--- src/rtl/mem_write_scoreboard.sv ---
// mem_write_scoreboard: in-order checker for a core's data-memory write port.
// A small table of expected (address, data) pairs is programmed while idle.
// After start, each observed write must match the next table entry, or hit
// the optional scratch address. Any other write, or running out of cycles,
// ends the check with a fail reason code.
module mem_write_scoreboard #(
  parameter int XLEN       = 32,
  parameter int DEPTH      = 8,
  parameter int TIMEOUT    = 4096,
  parameter int IGNORE_ADR = 96
) (
  input  logic                     clk,
  input  logic                     reset,
  input  logic                     cfg_we,
  input  logic [$clog2(DEPTH)-1:0] cfg_idx,
  input  logic [XLEN-1:0]          cfg_adr,
  input  logic [XLEN-1:0]          cfg_data,
  input  logic [$clog2(DEPTH):0]   cfg_num,
  input  logic                     ignore_en,
  input  logic                     start,
  input  logic                     MemWrite,
  input  logic [XLEN-1:0]          DataAdr,
  input  logic [XLEN-1:0]          WriteData,
  output logic                     busy,
  output logic                     pass,
  output logic                     fail,
  output logic [1:0]               fail_code,
  output logic [$clog2(DEPTH):0]   match_cnt,
  output logic [15:0]              ign_cnt,
  output logic [XLEN-1:0]          bad_adr,
  output logic [XLEN-1:0]          bad_data
);

  localparam int IW = $clog2(DEPTH);
  localparam int CW = IW + 1;
  localparam int TW = $clog2(TIMEOUT);

  localparam logic [XLEN-1:0] IGN_ADR   = XLEN'(IGNORE_ADR);
  localparam logic [TW-1:0]   CYC_LAST  = TW'(TIMEOUT - 1);
  localparam logic [CW-1:0]   DEPTH_CNT = CW'(DEPTH);

  localparam logic [1:0] FC_NONE     = 2'd0;
  localparam logic [1:0] FC_MISMATCH = 2'd1;
  localparam logic [1:0] FC_TIMEOUT  = 2'd2;
  localparam logic [1:0] FC_EMPTY    = 2'd3;

  typedef enum logic [1:0] {
    ST_IDLE = 2'd0,
    ST_RUN  = 2'd1,
    ST_PASS = 2'd2,
    ST_FAIL = 2'd3
  } state_e;

  // Requested entry count limited to the table size.
  function automatic logic [CW-1:0] clamp_num(input logic [CW-1:0] n);
    if (n > DEPTH_CNT) begin
      return DEPTH_CNT;
    end else begin
      return n;
    end
  endfunction

  // Saturating increment for the scratch-write counter.
  function automatic logic [15:0] sat_inc16(input logic [15:0] v);
    if (v == 16'hFFFF) begin
      return v;
    end else begin
      return v + 16'd1;
    end
  endfunction

  state_e          state_q, state_d;
  logic [CW-1:0]   num_q, num_d;
  logic [CW-1:0]   match_cnt_q, match_cnt_d;
  logic [15:0]     ign_cnt_q, ign_cnt_d;
  logic [TW-1:0]   cyc_q, cyc_d;
  logic [1:0]      fail_code_q, fail_code_d;
  logic [XLEN-1:0] bad_adr_q, bad_adr_d;
  logic [XLEN-1:0] bad_data_q, bad_data_d;
  logic            busy_q, pass_q, fail_q;

  logic [XLEN-1:0] exp_adr_q  [DEPTH];
  logic [XLEN-1:0] exp_data_q [DEPTH];

  logic [IW-1:0]   exp_idx_s;
  logic            hit_s;
  logic            last_s;
  logic            scratch_s;
  logic            tmo_s;

  // Decode of the current check: next entry, scratch hit, last entry, timeout edge.
  always_comb begin
    exp_idx_s = match_cnt_q[IW-1:0];
    hit_s     = (DataAdr == exp_adr_q[exp_idx_s]) && (WriteData == exp_data_q[exp_idx_s]);
    last_s    = (match_cnt_q == (num_q - CW'(1)));
    scratch_s = ignore_en && (DataAdr == IGN_ADR);
    tmo_s     = (cyc_q == CYC_LAST);
  end

  // Next-state and counter/capture logic; start wins over any check on the same edge.
  always_comb begin
    state_d     = state_q;
    num_d       = num_q;
    match_cnt_d = match_cnt_q;
    ign_cnt_d   = ign_cnt_q;
    cyc_d       = cyc_q;
    fail_code_d = fail_code_q;
    bad_adr_d   = bad_adr_q;
    bad_data_d  = bad_data_q;

    if (start) begin
      if (cfg_num == {CW{1'b0}}) begin
        state_d     = ST_FAIL;
        fail_code_d = FC_EMPTY;
      end else begin
        state_d     = ST_RUN;
        num_d       = clamp_num(cfg_num);
        match_cnt_d = {CW{1'b0}};
        ign_cnt_d   = 16'd0;
        cyc_d       = {TW{1'b0}};
        fail_code_d = FC_NONE;
        bad_adr_d   = {XLEN{1'b0}};
        bad_data_d  = {XLEN{1'b0}};
      end
    end else begin
      case (state_q)
        ST_RUN: begin
          cyc_d = cyc_q + TW'(1);
          if (MemWrite && hit_s) begin
            match_cnt_d = match_cnt_q + CW'(1);
            if (last_s) begin
              state_d = ST_PASS;
            end else if (tmo_s) begin
              state_d     = ST_FAIL;
              fail_code_d = FC_TIMEOUT;
            end else begin
              state_d = ST_RUN;
            end
          end else if (MemWrite && scratch_s) begin
            ign_cnt_d = sat_inc16(ign_cnt_q);
            if (tmo_s) begin
              state_d     = ST_FAIL;
              fail_code_d = FC_TIMEOUT;
            end else begin
              state_d = ST_RUN;
            end
          end else if (MemWrite) begin
            state_d     = ST_FAIL;
            fail_code_d = FC_MISMATCH;
            bad_adr_d   = DataAdr;
            bad_data_d  = WriteData;
          end else if (tmo_s) begin
            state_d     = ST_FAIL;
            fail_code_d = FC_TIMEOUT;
          end else begin
            state_d = ST_RUN;
          end
        end
        ST_IDLE, ST_PASS, ST_FAIL: begin
          state_d = state_q;
        end
        default: begin
          state_d = ST_IDLE;
        end
      endcase
    end
  end

  // State, counters and status outputs; flags are registered from the next state.
  always_ff @(posedge clk or posedge reset) begin
    if (reset) begin
      state_q     <= ST_IDLE;
      num_q       <= {CW{1'b0}};
      match_cnt_q <= {CW{1'b0}};
      ign_cnt_q   <= 16'd0;
      cyc_q       <= {TW{1'b0}};
      fail_code_q <= FC_NONE;
      bad_adr_q   <= {XLEN{1'b0}};
      bad_data_q  <= {XLEN{1'b0}};
      busy_q      <= 1'b0;
      pass_q      <= 1'b0;
      fail_q      <= 1'b0;
    end else begin
      state_q     <= state_d;
      num_q       <= num_d;
      match_cnt_q <= match_cnt_d;
      ign_cnt_q   <= ign_cnt_d;
      cyc_q       <= cyc_d;
      fail_code_q <= fail_code_d;
      bad_adr_q   <= bad_adr_d;
      bad_data_q  <= bad_data_d;
      busy_q      <= (state_d == ST_RUN);
      pass_q      <= (state_d == ST_PASS);
      fail_q      <= (state_d == ST_FAIL);
    end
  end

  // Expected-write table; frozen while a check is running.
  always_ff @(posedge clk or posedge reset) begin
    if (reset) begin
      for (int i = 0; i < DEPTH; i++) begin
        exp_adr_q[i]  <= {XLEN{1'b0}};
        exp_data_q[i] <= {XLEN{1'b0}};
      end
    end else if (cfg_we && (state_q != ST_RUN)) begin
      exp_adr_q[cfg_idx]  <= cfg_adr;
      exp_data_q[cfg_idx] <= cfg_data;
    end
  end

  assign busy      = busy_q;
  assign pass      = pass_q;
  assign fail      = fail_q;
  assign fail_code = fail_code_q;
  assign match_cnt = match_cnt_q;
  assign ign_cnt   = ign_cnt_q;
  assign bad_adr   = bad_adr_q;
  assign bad_data  = bad_data_q;

endmodule

--- config.mk ---
export PLATFORM = sky130hd
export DESIGN_NAME = mem_write_scoreboard
export DESIGN_NICKNAME = d
export VERILOG_FILES = /design/src/rtl/mem_write_scoreboard.sv
export SDC_FILE = /design/constraint.sdc
export NUM_CORES = 1
export LEC_CHECK = 0
export CAP_MARGIN = 40
export CORE_ASPECT_RATIO = 2
export CORE_MARGIN = 8
export CORE_UTILIZATION = 45
export DETAILED_ROUTE_END_ITERATION = 7
export GPL_ROUTABILITY_DRIVEN = 1
export PLACE_DENSITY_LB_ADDON = 0.3
export SLEW_MARGIN = 10
export SYNTH_ARGS = -nofsm -noshare
export SYNTH_HDL_FRONTEND = slang
export SYNTH_SLANG_ARGS = --single-unit
--- constraint.sdc ---
create_clock -name clk -period 38 [get_ports clk]
set_input_delay 7.6 -clock clk [delete_from_list [all_inputs] [get_ports clk]]
set_output_delay 7.6 -clock clk [all_outputs]
set_load 0.005 [all_outputs]
======== After elaboration in Yosys (flattened, before gate mapping) ========
Index checks and enable logic that the tools add are counted.
storage, ports and cells
  flip-flop bits (word level) ............. 619
  input bits .............................. 141
  output and inout port bits .............. 89
  word-level logic and storage cells ...... 126
operators by class
  add/subtract/negate cells ............... 4
  magnitude comparators ................... 4
  eq/ne operators ......................... 18
  muxes and demuxes ....................... 51
  bitwise logic cells ..................... 3
  reductions and logical operators ........ 19
operators by type and width
  cell                     number
  $bwmux W256              2
  $mux W32                 16
  $bmux W32 S3             2
  $demux W32 S3            1
  $mux W16                 6
  $eq A32 B32 Y1           2
  $mux W12                 3
  $eq A32 B7 Y1 const B    1
  $mux W2                  15
  $mux W4                  5
  $add A16 B1 Y16 const B  1
  $eq A16 B16 Y1 const B   1
  $add A12 B1 Y12 const B  1
  $eq A12 B12 Y1 const B   1
  $reduce_and A5 Y1        2
  $eq A2 B2 Y1 const B     4
  $ge A4 B4 Y1 const B     2
  $ne A2 B2 Y1 const B     4
  $not A3 Y4               2
  $reduce_bool A2 Y1       4
  $logic_and A1 B1 Y1      6
  $reduce_and A2 Y1        3
  $add A4 B1 Y4 const B    1
  $eq A2 B1 Y1 const B     2
  12 further kinds         12

======== Logic depth before layout (Yosys ltp) ========
  depth after elaboration ................. 11
  gate-level depth with buffers ........... 17
  gate-level depth less buffers ........... 9

======== Worst setup path before layout ========
OpenSTA, ideal clock, no wires.
  path type ............................... input to register
  start ................................... input port DataAdr[0]
  end ..................................... register ign_cnt_q[15], in the netlist ign_cnt[15]
  setup time .............................. 0.078 ns
  data arrival time ....................... 9.697 ns
  data required time ...................... 37.922 ns
  setup slack ............................. 28.225 ns
  stages on the path ...................... 9
  path buffers ............................ 0
  cell sequence ........................... nor4b_1 -> nand4_1 -> nor2_1 -> nand4_1 -> nor4_1 -> nand3_1 -> or4_1 -> or3_1 -> a21oi_1
between the ends
  longest elaborated chain between the ends .. 5
  elaborated cells on any way between the ends .. 9
  classes of those cells .................. eq/ne (3); reduce/logical (6)
RTL lines
  item                                                                 line      source
  start: declaration                                                   22        input logic [XLEN-1:0] DataAdr,
  $eq A32 B32 Y1 / $eq A32 B7 Y1 (equally long branches)               94, 96
  $logic_and A1 B1 Y1 (on tied branches)                               94, 96
  $logic_and A1 B1 Y1 (on tied branches)                               129, 139
  $ne A2 B2 Y1 (no line) / $reduce_bool A2 Y1 (equally long branches)  n/a
  $reduce_and A5 Y1 (no line) *                                        n/a
  end signal: assignment                                               187       ign_cnt_q <= ign_cnt_d;
  end: declaration                                                     75        logic [15:0] ign_cnt_q, ign_cnt_d;
Mark *: on every way between the ends. The rest lies on a longest branch, timed or not.
A chain may end at the register's enable or synchronous reset.

======== Worst setup path in the final report ========
  start ................................... input port DataAdr[7]
  end ..................................... register bad_data_q[13], in the netlist bad_data[13]
between the ends
  longest elaborated chain between the ends .. 5
  elaborated cells on any way between the ends .. 9
  classes of those cells .................. eq/ne (4); reduce/logical (5)
RTL lines
  item                                                    line      source
  $eq A32 B7 Y1 / $eq A32 B32 Y1 (equally long branches)  96, 94
  $logic_and A1 B1 Y1 (on tied branches)                  96, 94
  $logic_and A1 B1 Y1 (on tied branches)                  139, 129
  $ne A2 B2 Y1 (no line)                                  n/a
  $reduce_and A5 Y1 (no line) *                           n/a
  end signal: assignment                                  179       bad_data_q <= {XLEN{1'b0}};
  end signal: assignment                                  191       bad_data_q <= bad_data_d;
  end: declaration                                        79        logic [XLEN-1:0] bad_data_q, bad_data_d;
Marked as above.

==> run_results.csv <==
group,metric,value,unit
synthesis,netlist_area,0.0288,sq mm
power_and_ir_drop,max-vdd-ir-drop,0.0482,mV
clock_network,cts_made_buffers,57,
floorplanning,rows,131,
cells_and_area,postLayoutCoreUtil,53.4,%
status,outcome,"completed",
cells_and_area,area_growth,17.7,%
clock_network,cts_tree,"built",
timing,period_share,28.2,%
global_routing,grt_pass1_wl,123000,microns
clock_network,clk_path_buf_depth,3,
synthesis,async_flop_share,100,%
route,drtIter0Drc,1214,
setup_path,r2r_slack,31.76,ns
power_and_ir_drop,internal-power,1.31,mW
floorplanning,core-area,0.0634,sq mm
floorplanning,die_w,195,microns
power_and_ir_drop,p_comb_share,18.2,%
synthesis,synth_top_flop_cell,"dfrtp_1",
hold_path,whs_path_depth,1,
floorplanning,die_area,0.0727,sq mm
timing,slew_viol_final,0,
timing,slew_headroom,25.2,%
timing,setup-tns-final,0,ns
power_and_ir_drop,powerDensity,52.0,mW/mm^2
route,ant_nets,0,
synthesis,synth-edff-count,0,
synthesis,syn_inst,2072,
setup_path,cp.required,38.46,ns
setup_path,start_kind,"input port",
cells_and_area,fin_nets,2417,
clock_network,cts.clk_slew.worst_paths,0.06,ns
synthesis,synth_cell_types,57,
placement,io_buffers,229,
route,wirelength,79000,microns
clock_network,root_buffer,"clkbuf_16",
timing,tightest_slew,1.12,ns
route,remaining_drc_errors,0,
power_and_ir_drop,netSwitchingPower,0.448,mW
route,firstDrtPassIters,5,
placement,preCtsSetupSlack,26.75,ns
clock_network,clock_latency,0.60,ns
synthesis,syn_avg_cell_area,13.9,sq um
power_and_ir_drop,seqPwrFrac,49.6,%
global_routing,grtUsageMet3,3.96,%
timing,setup_ws,27.29,ns
timing,fmax,0.0934,GHz
job,drv_cap,0,
clock_network,clock-sinks,619,
setup_path,r2r-end,"bad_data[13]$_DFFE_PP0P_",
setup_path,endpoint_kind,"register",
setup_path,rr_startpoint,"match_cnt[1]$_DFFE_PP0P_",
timing,period_needed,10.71,ns
global_routing,busiest_layer,"met2",
setup_path,crit_arrival,11.16,ns
clock_network,postCtsResizedCells,0,
timing,setup_viol,0,
global_routing,grt_overflow,0,
timing,rsz0062_at_grt,"no",
floorplanning,start_util,45.3,%
synthesis,synth-seq-area-share,53.9,%
global_routing,grt_max_degree,201,
synthesis,syn_nets,2217,
route,vias_per_cell,5.94,
global_routing,grt_use_met2,33.7,%
clock_network,h-tree-depth,2,
placement,place_congestion,0.846,
cells_and_area,drive_gt1_share,32.5,%
global_routing,antenna_found_initial,7,
route,avgRoutedWirePerCell,25.4,microns
placement,hpwl,52100,microns
setup_path,critPathLaunch,"DataAdr[7]",
floorplanning,dieHeight,374,microns
global_routing,grt_use_total,21.7,%
power_and_ir_drop,leakagePower,14.2,nW
timing,fin_skew,0.0196,ns
synthesis,yosys_warnings,0,
global_routing,grtUsageMet1,30.9,%
setup_path,worstSetupPathType,"input port to register",
clock_network,cts_hold_buf,0,
clock_network,cts_setup_buffers,0,
setup_path,rr_worst_depth,15,
route,via_count,18503,
floorplanning,ios,230,
timing,hold_violations,0,
synthesis,synth-seq-cells,619,
hold_path,min_path_type,"register to register",
power_and_ir_drop,switching_share,25.5,%
power_and_ir_drop,pwr-share-clk,32.2,%
setup_path,cp_max_fo,76,
global_routing,grt_pass1_vias,19490,
setup_path,critPathCapture,"bad_data[13]$_DFFE_PP0P_",
==> logic make-up after synthesis <==
family | Yosys count | share of synthesized area (%)
AND/OR/NAND/NOR | 292 | 5.13
multiplexers | 760 | 32.0
XOR/XNOR | 60 | 1.83
buffers and inverters | 172 | 3.02
adder cells (fa/ha/maj) | 4 | 0.174
AO/OA/AOI/OAI | 165 | 3.96
flip-flops | 619 | 53.9
==> state kept, by name (all words and copies together), names as in the netlist <==
signal	count
ign_cnt	16
fail_code	2
exp_data_q	256
num_q	4
exp_adr_q	256
busy	1
pass	1
match_cnt	4
cyc_q	12
fail	1
bad_adr	32
bad_data	32
state_q	2
==> power groups by stage <==
stage / clock network, mW / registers (mW) / logic, mW
after floorplan: 0 / 0.865 / 0.228
after global placement: 0 / 0.876 / 0.310
after detailed placement: 0 / 0.884 / 0.322
after CTS: 0.579 / 0.873 / 0.323
after global routing: 0.602 / 0.892 / 0.348
final: 0.566 / 0.873 / 0.320
==> synth_stat cells, types with 2 or more instances <==
cell,n,area share [%]
a22o_1,16,0.49
or3_1,14,0.30
o2111ai_1,2,0.061
o22ai_1,40,0.87
o31ai_1,6,0.16
mux2i_1,171,6.0
nand3b_1,2,0.052
mux4_2,77,6.0
a21o_1,6,0.16
nor4_1,11,0.24
o211ai_1,3,0.078
a221oi_1,6,0.18
dfrtp_1,619,54
nand2_1,99,1.3
mux2_2,512,20
nand4_1,14,0.30
nand3_1,63,1.1
inv_1,36,0.47
xnor2_1,45,1.4
o21ai_0,12,0.21
a21oi_1,26,0.45
nand2b_1,5,0.11
and3_1,15,0.33
nor4b_1,5,0.15
or2_2,2,0.044
ha_1,4,0.17
nor2b_1,7,0.15
nor2_1,29,0.38
or4_1,10,0.26
o311ai_0,2,0.061
buf_1,5,0.065
a22oi_1,30,0.78
buf_6,22,0.86
buf_2,23,0.40
o21ai_1,5,0.087
xor2_1,15,0.46
nor3_1,11,0.19
clkbuf_1,77,1.0
buf_4,7,0.18
==> how the worst min path moves through the flow <==
stage / slack [ns] / from / endpoint
global placement: 0.48 / exp_data_q[146]$_DFFE_PP0P_ / exp_data_q[146]$_DFFE_PP0P_
finish: 0.50 / exp_adr_q[139]$_DFFE_PP0P_ / exp_adr_q[139]$_DFFE_PP0P_
floorplan: 0.47 / exp_adr_q[112]$_DFFE_PP0P_ / exp_adr_q[112]$_DFFE_PP0P_
global route: 0.51 / exp_adr_q[139]$_DFFE_PP0P_ / exp_adr_q[139]$_DFFE_PP0P_
CTS: 0.50 / exp_adr_q[139]$_DFFE_PP0P_ / exp_adr_q[139]$_DFFE_PP0P_
detailed placement: 0.49 / exp_data_q[188]$_DFFE_PP0P_ / exp_data_q[188]$_DFFE_PP0P_
==> per-layer routing <==
metal  part of all wire, %  vias up  wire length (microns)
li1                      -     8013                      -
met1                    45     9748                  35400
met2                    46      614                  36100
met3                   6.7      116                   5300
met4                   2.7       12                   2120
met5                 0.092        -                     73
==> worst max-delay path, stage by stage <==
cell	delay, ns
clkdlybuf4s50_1	0.60
a21o_1	0.24
a2111oi_0	0.44
nand4_1	0.16
or4_4	0.49
nor3_4	0.19
buf_4	0.64
nor3_2	0.09
buf_4	0.26
buf_16	0.25
mux2i_1	0.16
==> layout by cell type (no fill, tap or decap), types with 16 or more instances in the layout <==
master	instances
dfrtp_1	616
mux2_2	512
clkdlybuf4s50_1	229
mux2i_1	171
nand2_1	93
mux4_2	77
nand3_1	62
clkbuf_16	59
xnor2_1	45
o22ai_1	40
inv_1	35
buf_4	31
a22oi_1	30
nor2_1	27
a21oi_1	26
a22o_1	16
==> area by class of cell <==
type / count / area (sq um)
clock buffer: 80 / 1640
multi-input combinational: 1281 / 12500
sequential: 619 / 15500
fill: 5407 / 29600
clock inverter: 21 / 189
antenna: 1 / 2.50
tap: 798 / 998
inverter: 37 / 146
timing repair buffer: 276 / 2890
==> per-stage QoR <==
stage	instance area, sq um	cells	hold WS [ns]	total power [mW]
floorplan	28800	2072	0.474	1.09
global placement	31700	2997	0.482	1.19
detailed placement	32000	3011	0.488	1.21
CTS	33900	3112	0.502	1.78
global route	33900	3112	0.506	1.84
finish	33900	3113	0.498	1.76
No activity file was read; power rests on OpenSTA's default activity.
